==> config.mk <==
export PLATFORM = sky130hd
export DESIGN_NAME = uart_tx_arbiter
export DESIGN_NICKNAME = d
export VERILOG_FILES = /design/src/rtl/uart_tx_arbiter.sv
export SDC_FILE = /design/constraint.sdc
export NUM_CORES = 1
export LEC_CHECK = 0
export ABC_CLOCK_PERIOD_IN_PS = 3300
export CAP_MARGIN = 20
export CORE_ASPECT_RATIO = 0.75
export CORE_UTILIZATION = 51
export DETAILED_ROUTE_END_ITERATION = 16
export PLACE_DENSITY = 0.8
export SYNTH_ARGS = -nofsm -noshare
export SYNTH_HDL_FRONTEND = slang
export SYNTH_SLANG_ARGS = --single-unit
export TNS_END_PERCENT = 50
==> constraint.sdc <==
create_clock -name clk -period 3.3 [get_ports clk]
set_input_delay 0.66 -clock clk [delete_from_list [all_inputs] [get_ports clk]]
set_output_delay 0.66 -clock clk [all_outputs]
set_load 0.02 [all_outputs]
==> src/rtl/uart_tx_arbiter.sv <==
`timescale 1ns/1ps
// ---------------------------------------------------------------------------
// uart_tx_arbiter
// Round-robin scheduler that shares one CRC-framed UART transmitter between
// NUM_REQ byte producers. One byte is accepted per grant and handed to the
// transmitter with a start pulse. The arbiter then waits for the rising edge
// of tx_done, or gives up after a watchdog timeout. A fixed idle gap is
// enforced before the next grant.
//
// Ports
//   clk          system clock (10 MHz)
//   rst          asynchronous reset, active low
//   req_valid    per-requester "byte pending"
//   req_data     requester i byte at [i*DATA_W +: DATA_W]
//   req_ready    one-hot, one-cycle accept strobe
//   tx_start     one-cycle start pulse to the transmitter
//   data_in      latched byte, held stable until the next grant
//   tx_done      transmitter completion (only the rising edge is used)
//   busy         high in every state except IDLE
//   grant_id     index of the last granted requester
//   timeout_err  one-cycle pulse when a frame is abandoned
//   frame_count  frames completed through tx_done (wraps at 16 bits)
// ---------------------------------------------------------------------------
module uart_tx_arbiter #(
    parameter int NUM_REQ      = 4,
    parameter int DATA_W       = 8,
    parameter int GAP_CLKS     = 1042,
    parameter int TIMEOUT_CLKS = 20000
) (
    input  logic                       clk,
    input  logic                       rst,
    input  logic [NUM_REQ-1:0]         req_valid,
    input  logic [NUM_REQ*DATA_W-1:0]  req_data,
    output logic [NUM_REQ-1:0]         req_ready,
    output logic                       tx_start,
    output logic [DATA_W-1:0]          data_in,
    input  logic                       tx_done,
    output logic                       busy,
    output logic [$clog2(NUM_REQ)-1:0] grant_id,
    output logic                       timeout_err,
    output logic [15:0]                frame_count
);

    localparam int ID_W  = $clog2(NUM_REQ);
    localparam int IDX_W = ID_W + 1;
    localparam int TO_W  = $clog2(TIMEOUT_CLKS + 1);
    localparam int GAP_W = $clog2(GAP_CLKS + 2);

    typedef enum logic [1:0] {
        S_IDLE  = 2'd0,
        S_START = 2'd1,
        S_WAIT  = 2'd2,
        S_GAP   = 2'd3
    } state_e;

    state_e              state_q, state_d;
    logic                tx_done_q;
    logic                done_rise_s, to_hit_s, gap_end_s, any_req_s;
    logic [ID_W-1:0]     pick_s;
    logic [DATA_W-1:0]   sel_data_s;

    logic [NUM_REQ-1:0]  req_ready_q, req_ready_d;
    logic                tx_start_q, tx_start_d;
    logic [DATA_W-1:0]   data_q, data_d;
    logic                busy_q, busy_d;
    logic [ID_W-1:0]     grant_q, grant_d;
    logic [ID_W-1:0]     last_q, last_d;
    logic                timeout_err_q, timeout_err_d;
    logic [15:0]         frame_q, frame_d;
    logic [TO_W-1:0]     to_cnt_q, to_cnt_d;
    logic [GAP_W-1:0]    gap_cnt_q, gap_cnt_d;

    // First set bit of valid, searching last+1, last+2, ... modulo NUM_REQ.
    // The sum is kept one bit wider so last+k never wraps before the compare.
    function automatic logic [ID_W-1:0] rr_pick(input logic [NUM_REQ-1:0] valid,
                                                input logic [ID_W-1:0]    last);
        logic [ID_W-1:0]  pick;
        logic             found;
        logic [IDX_W-1:0] idx;
        pick  = '0;
        found = 1'b0;
        for (int k = 1; k <= NUM_REQ; k++) begin
            idx = {1'b0, last} + IDX_W'(k);
            if (idx >= IDX_W'(NUM_REQ)) begin
                idx = idx - IDX_W'(NUM_REQ);
            end else begin
                idx = idx;
            end
            if (!found && valid[idx[ID_W-1:0]]) begin
                pick  = idx[ID_W-1:0];
                found = 1'b1;
            end else begin
                found = found;
            end
        end
        return pick;
    endfunction

    assign any_req_s   = |req_valid;
    assign pick_s      = rr_pick(req_valid, last_q);
    assign done_rise_s = tx_done & ~tx_done_q;
    assign to_hit_s    = (int'(to_cnt_q) == TIMEOUT_CLKS - 1);
    // GAP always lasts at least one cycle, so GAP_CLKS of 0 or 1 both exit at once.
    assign gap_end_s   = (int'(gap_cnt_q) + 1 >= GAP_CLKS);

    // Byte mux for the winning requester.
    always_comb begin
        sel_data_s = '0;
        for (int i = 0; i < NUM_REQ; i++) begin
            sel_data_s = (pick_s == ID_W'(i)) ? req_data[i*DATA_W +: DATA_W] : sel_data_s;
        end
    end

    // State register.
    always_ff @(posedge clk or negedge rst) begin
        if (!rst) begin
            state_q <= S_IDLE;
        end else begin
            state_q <= state_d;
        end
    end

    // Next-state logic.
    always_comb begin
        state_d = state_q;
        case (state_q)
            S_IDLE:  state_d = any_req_s ? S_START : S_IDLE;
            S_START: state_d = S_WAIT;
            S_WAIT:  state_d = (done_rise_s || to_hit_s) ? S_GAP : S_WAIT;
            S_GAP:   state_d = gap_end_s ? S_IDLE : S_GAP;
            default: state_d = S_IDLE;
        endcase
    end

    // Output and counter next values; every output is registered below.
    always_comb begin
        req_ready_d   = '0;
        tx_start_d    = 1'b0;
        timeout_err_d = 1'b0;
        data_d        = data_q;
        grant_d       = grant_q;
        last_d        = last_q;
        frame_d       = frame_q;
        to_cnt_d      = to_cnt_q;
        gap_cnt_d     = gap_cnt_q;
        case (state_q)
            S_IDLE: begin
                if (any_req_s) begin
                    req_ready_d = NUM_REQ'(1) << pick_s;
                    tx_start_d  = 1'b1;
                    data_d      = sel_data_s;
                    grant_d     = pick_s;
                    last_d      = pick_s;
                end else begin
                    req_ready_d = '0;
                end
            end
            S_START: begin
                to_cnt_d = '0;
            end
            S_WAIT: begin
                // A completion edge beats a timeout landing in the same cycle.
                if (done_rise_s) begin
                    frame_d   = frame_q + 16'd1;
                    gap_cnt_d = '0;
                end else if (to_hit_s) begin
                    timeout_err_d = 1'b1;
                    gap_cnt_d     = '0;
                end else begin
                    to_cnt_d = to_cnt_q + TO_W'(1);
                end
            end
            S_GAP: begin
                if (!gap_end_s) begin
                    gap_cnt_d = gap_cnt_q + GAP_W'(1);
                end else begin
                    gap_cnt_d = gap_cnt_q;
                end
            end
            default: begin
                req_ready_d = '0;
            end
        endcase
        busy_d = (state_d != S_IDLE);
    end

    // Output and counter registers; the edge register resets high so a
    // tx_done already asserted at reset release is not taken as an edge.
    always_ff @(posedge clk or negedge rst) begin
        if (!rst) begin
            tx_done_q     <= 1'b1;
            req_ready_q   <= '0;
            tx_start_q    <= 1'b0;
            data_q        <= '0;
            busy_q        <= 1'b0;
            grant_q       <= '0;
            last_q        <= ID_W'(NUM_REQ - 1);
            timeout_err_q <= 1'b0;
            frame_q       <= 16'd0;
            to_cnt_q      <= '0;
            gap_cnt_q     <= '0;
        end else begin
            tx_done_q     <= tx_done;
            req_ready_q   <= req_ready_d;
            tx_start_q    <= tx_start_d;
            data_q        <= data_d;
            busy_q        <= busy_d;
            grant_q       <= grant_d;
            last_q        <= last_d;
            timeout_err_q <= timeout_err_d;
            frame_q       <= frame_d;
            to_cnt_q      <= to_cnt_d;
            gap_cnt_q     <= gap_cnt_d;
        end
    end

    assign req_ready   = req_ready_q;
    assign tx_start    = tx_start_q;
    assign data_in     = data_q;
    assign busy        = busy_q;
    assign grant_id    = grant_q;
    assign timeout_err = timeout_err_q;
    assign frame_count = frame_q;

endmodule

==> flow_summary.rst <==
.. list-table::
   :header-rows: 1

   * - Metric
     - Value
   * - Status
     - finished, final reports clean
   * - Diodes inserted
     - 0
   * - Worst Path Max Fanout
     - 15
   * - Final Net Count
     - 466
   * - DPL Wire Length
     - 5450 um
   * - Clock-pin slew of the registers on the worst-case setup and hold paths
     - 0.09 ns
   * - Arrival @ worst endpoint
     - 2.84 ns
   * - CTS tree
     - built
   * - Dominant cells by area after synthesis
     - sky130_fd_sc_hd__dfrtp_1, sky130_fd_sc_hd__xnor2_1, sky130_fd_sc_hd__nor2_1
   * - Synthesized netlist cell count
     - 347
   * - Final setup fails
     - 0
   * - Root Buffer
     - sky130_fd_sc_hd__clkbuf_8
   * - Total I/O pin count
     - 72
   * - Number of buffers created by CTS
     - 9
   * - Total number of vias
     - 2,897
   * - Placeable core region
     - 6440 um^2
   * - First-pass DRT Iterations
     - 4
   * - Synthesized cell area
     - 3480 um^2
   * - Tcrit/Tclk final
     - 78.8%
   * - Worst slew margin
     - 57.4%
   * - Top flip-flop cell by instance count after synthesis
     - sky130_fd_sc_hd__dfrtp_1
   * - Chip Height
     - 73.5 um
   * - Number of max-cap violations
     - 0
   * - Leakage power summed over all cells
     - 1.96 nW
   * - Buffers plus inverters on the worst setup path
     - 1
   * - Distinct cell type count of the synthesized netlist
     - 58
   * - Antenna viol nets, final
     - 0
   * - Count of hold buffers inserted by post-cts repair
     - 0
   * - Via density per instance
     - 5.69
   * - Sequential element share of the synthesized area
     - 46.2%
   * - Level count of the clock H-tree
     - 3
   * - Area growth, synth to finish
     - 28.3%
   * - Power after layout
     - 2.89 mW
   * - Post-CTS Repair Setup Buffers
     - 0
   * - Antenna violations before repair
     - 0
   * - Post-Layout Inst Area
     - 4460 um^2
   * - Number of global-route vias before repair
     - 2,626
   * - Final estimated routing congestion in global placement
     - 0.969
   * - CTS sink cnt
     - 64
   * - Area of the die
     - 7150 um^2
   * - Total of flip-flops plus latches after synthesis
     - 64
   * - Post-synth EDFFs
     - 0
   * - Port Buffer Count
     - 71
   * - CP endpoint kind
     - flop
   * - Ordered cell list for the critical path
     - inv_1 > ha_1 > or4b_2 > a21oi_1 > o32ai_1 > a21oi_2 > o21ai_2 > mux2i_1 > a22o_2
   * - Worst Tran Pin Value
     - 0.638 ns
   * - Clock latency of the later-clocked register in the worst-skew pair
     - 0.35 ns
   * - Overflow left after global routing
     - 0
   * - Site Rows
     - 25
   * - Synth warnings
     - 0
   * - Data required time of the worst path
     - 3.54 ns
   * - Summed negative setup slack over all endpoints
     - 0 ns
   * - Global-route usage over all layers
     - 23.0%
   * - Crit-path max cell delay
     - 0.59 ns
   * - Worst clock skew on the final layout
     - 0.0175 ns
   * - Type of the worst setup path
     - reg2reg
   * - Critical Path Start Type
     - flop
   * - Resize count post-CTS
     - 0
   * - Post-Syn Nets
     - 390
   * - Wirelength, routed
     - 7570 um
   * - Maximum resistive drop on vdd
     - 0.000327 V
   * - Most common cell after layout, fill and taps aside
     - sky130_fd_sc_hd__clkdlybuf4s50_1
   * - Number of pins with negative max-slew slack in the final report
     - 0
   * - DP Area
     - 4210 um^2
   * - Shortest period the worst path allows
     - 2.60 ns
   * - Pin count of the biggest net entering global routing
     - 52
   * - Top library cells by usage in the layout, fill and taps aside
     - sky130_fd_sc_hd__clkdlybuf4s50_1, sky130_fd_sc_hd__dfrtp_1, sky130_fd_sc_hd__nor2_1
   * - RSZ-0062 raised after global routing
     - no
   * - Kind of path behind the tightest hold check
     - in2async
   * - Family of cells with the greatest summed delay on the critical path
     - compound AO/OA/AOI/OAI gates
   * - Initial Util
     - 53.9%
   * - Number of remaining DRC errors
     - 0
   * - Synth Area per Inst
     - 10.0 um^2
   * - Area share of the largest cell type after synthesis
     - 43.9%
   * - FFs w/ async S/R, synth
     - 100%
   * - Clock Path Buffers
     - 2
   * - Highest attainable clock frequency
     - 0.384 GHz
   * - Global-route wire length before repair
     - 12,900 um
   * - Power density over cell area
     - 648 nW/um^2
   * - Overall die width
     - 97.3 um
   * - Detailed Route Iter0 Violations
     - 193
   * - Endpoints failing hold
     - 0
   * - Library cell occupying the most area in the post-synthesis netlist
     - sky130_fd_sc_hd__dfrtp_1
   * - Fill cell count
     - 476
   * - Layout cells sized above 1
     - 13.8%
   * - WL/cell
     - 14.9 um
   * - Slowest cell on crit path
     - sky130_fd_sc_hd__or4b_2
## state kept, by name, indices dropped and copies added, names as in the netlist, 2 cells and up
name / flops
last_q: 2
frame_count: 16
grant_id: 2
req_ready: 4
to_cnt_q: 15
state_q: 2
data_in: 8
gap_cnt_q: 11
## per-stage QoR
step | worst slack (ns) | std cells | hold slack, ns | utilization (%)
finish | 0.699 | 509 | 0.203 | 69.2
global route | 0.480 | 509 | 0.211 | 69.2
CTS | 0.702 | 508 | 0.512 | 68.9
detailed placement | 0.641 | 492 | 0.493 | 65.4
global placement | 0.766 | 492 | 0.460 | 65.4
floorplan | 0.941 | 347 | 0.364 | -
## cell type report
| class | count | area [um^2] | share of cell area (%) |
|---|---|---|---|
| clock buffers | 9 | 124 | 2.78 |
| well taps | 81 | 101 | 2.27 |
| repair buffers | 79 | 778 | 17.5 |
| flip-flops and latches | 64 | 1610 | 36.0 |
| inverters | 8 | 30.0 | 0.673 |
| multi-input cells | 261 | 1720 | 38.5 |
| clock inverters | 7 | 103 | 2.30 |
## power breakdown
part	total [mW]	leakage (nW)	internal (mW)	switching, mW
Sequential	1.16	0.843	0.947	0.212
Clock	0.769	0.110	0.433	0.336
Combinational	0.960	1.01	0.475	0.485
## logic make-up after synthesis
logic type / Yosys count / synth area share [%]
AO/OA/AOI/OAI: 72 / 14.1
flip-flops: 64 / 46.2
adder cells (fa/ha/maj): 4 / 1.44
multiplexers: 20 / 6.08
buffers and inverters: 22 / 4.50
XOR/XNOR: 24 / 6.05
AND/OR/NAND/NOR: 141 / 21.6
## synth_stat cells, types with 6 or more instances
master / count
sky130_fd_sc_hd__a211oi_1: 9
sky130_fd_sc_hd__a21oi_1: 15
sky130_fd_sc_hd__and3_1: 6
sky130_fd_sc_hd__and3_2: 7
sky130_fd_sc_hd__clkbuf_1: 6
sky130_fd_sc_hd__dfrtp_1: 61
sky130_fd_sc_hd__inv_1: 8
sky130_fd_sc_hd__mux2_2: 9
sky130_fd_sc_hd__mux2i_1: 11
sky130_fd_sc_hd__nand2_1: 24
sky130_fd_sc_hd__nand3_1: 17
sky130_fd_sc_hd__nand4_1: 7
sky130_fd_sc_hd__nor2_1: 32
sky130_fd_sc_hd__nor2b_1: 15
sky130_fd_sc_hd__nor3_1: 7
sky130_fd_sc_hd__nor3b_1: 6
sky130_fd_sc_hd__o21ai_0: 16
sky130_fd_sc_hd__xnor2_1: 16
sky130_fd_sc_hd__xor2_1: 8
## final timing paths
| check | start | endpoint | slack [ns] | depth (start not counted) |
|---|---|---|---|---|
| setup / recovery | gap_cnt_q[1] | gap_cnt_q[3] | 0.70 | 9 |
| setup reg to reg | gap_cnt_q[1] | gap_cnt_q[3] | 0.70 | 9 |
| hold reg to reg | frame_count[15] | frame_count[15] | 0.51 | 1 |
| max in group asynchronous | rst | gap_cnt_q[1] | 2.43 | 3 |
| min in group clk | frame_count[15] | frame_count[15] | 0.51 | 1 |
| hold / removal | rst | frame_count[2] | 0.20 | 1 |
## metal layers
layer | track usage, % | part of all wire (%) | vias to the layer above
li1 | - | - | 1406
met1 | 32.5 | 50 | 1381
met2 | 34.3 | 43 | 100
met3 | 5.99 | 5.7 | 10
met4 | 8.99 | 1.4 | 0
met5 | 0 | 0 | -
(Power assumes the default switching activity.)
==> RTL change (same settings) <==
Encoding of `state_e`: now one-hot (4 bits for 4 states).
--- a/src/rtl/uart_tx_arbiter.sv
+++ b/src/rtl/uart_tx_arbiter.sv
@@ -46,11 +46,11 @@
     localparam int TO_W  = $clog2(TIMEOUT_CLKS + 1);
     localparam int GAP_W = $clog2(GAP_CLKS + 2);
 
-    typedef enum logic [1:0] {
-        S_IDLE  = 2'd0,
-        S_START = 2'd1,
-        S_WAIT  = 2'd2,
-        S_GAP   = 2'd3
+    typedef enum logic [3:0] {
+        S_IDLE  = 4'b0001,
+        S_START = 4'b0010,
+        S_WAIT  = 4'b0100,
+        S_GAP   = 4'b1000
     } state_e;
 
     state_e              state_q, state_d;
Formal check against the unedited RTL: no difference found for any inputs over 10 cycles, from zero or initial values and one cycle with rst low; not proved beyond that.
==> RTL change against the original RTL <==
The flow now finishes with violations (DRC). Fmax down 12%. Design area rose by 0.95%. Synthesized area up 0.94%. Routed wire length fell by 2.4%. Power rose by 3.3%. Sequential cell count grew 2. Worst setup slack lost 0.35 ns.
==> RTL change: results <==
{
  "grt_usage": 0.224,
  "grt_pass1_vias": 2734,
  "synth.top_cell.area_share": 0.442,
  "n_all_buffers": 75,
  "synthMuxAreaShare": 0.109,
  "relSlewSlack": 0.541,
  "n_antenna_cell": 0,
  "fillCellCount": 491,
  "multi_input_cells": 259,
  "r2r_cells": 7,
  "yosys.area_share.adder": 0.0143,
  "cp_data_arrival_time_ns": 3.18,
  "path_max_fanout": 11,
  "synth_top_cells_by_area": "dfrtp_1 (44%), mux2i_1 (7.4%), mux2_2 (3.5%)",
  "num-nonclk-inverters": 12,
  "wl_per_cell_um": 14.5,
  "ys_seq_area_frac": 0.472,
  "grt_max_degree": 29,
  "drtIter0Drc": 224,
  "seq_area_frac": 0.368,
  "synth-compound-area-share": 0.0974,
  "gp_congestion": 0.862,
  "vias": 2851,
  "synthTopCellsByCount": "dfrtp_1 (62), nand2_1 (31), mux2i_1 (26), nor2_1 (26), a21oi_1 (16)",
  "status": "finished, violations left",
  "ir_drop_v": 0.000476,
  "power_frac_seq": 0.380,
  "avgSynthCellArea_um2": 9.97,
  "synth_cell_types": 48,
  "synth_seq_cells": 66,
  "hpwl_mm": 5.36,
  "violations": "DRC",
  "synthXorXnorAreaFrac": 0.0599,
  "rrSetupSlack_ns": 0.35,
  "place_area_um2": 4280,
  "min_period_ns": 2.95,
  "dp_slack_ns": 0.369,
  "fin_cells": 509,
  "grt_pass1_wl_mm": 12.5,
  "synth_nets": 395,
  "swShare": 0.341,
  "combPwrFrac": 0.364,
  "drc_errors": 8,
  "dp.cells": 493,
  "r2r_start": "gap_cnt_q[0]",
  "buf_share": 0.163,
  "firstDrtPassIters": 11,
  "drive_above_1_share": 0.0958,
  "clkCellAreaFrac": 0.0497,
  "skew_ns": 0.0101,
  "cts.path.max_buffers": 2,
  "hold_slack_ns": 0.327,
  "cts.clk_slew.worst_paths_ns": 0.08,
  "p_leak_nw": 2.03,
  "multi_input_area_share": 0.386
}
## RTL change: changes by cell type after synthesis, moves of 6 or more
cell / change
mux2i_1: +15
nand2_1: +7
nor2b_1: -9
and3_2: -7
a211oi_1: -7
nor2_1: -6
## RTL change: routing by layer
layer | track usage | wire length (um) | up-vias
met1 | 0.279 | 3370 | 1354
met3 | 0.0561 | 437 | 11
met5 | 0 | 0 | -
met2 | 0.375 | 3460 | 89
li1 | - | - | 1397
met4 | 0.0976 | 125 | 0
## RTL change: critical path, cell delays in order, from the launching register on
cell,delay [ns]
dfrtp_1,0.45
ha_1,0.32
or4b_1,0.53
a21oi_1,0.16
a211oi_1,0.07
or4_1,0.73
and2_4,0.26
a221o_1,0.34
## RTL change: stage by stage
stage                     utilization  total power [mW]
after floorplan                     -              1.83
after global placement          0.661              2.21
after detailed placement        0.661              2.24
after CTS                       0.695              3.01
after global routing            0.695              3.16
final                           0.695              2.98
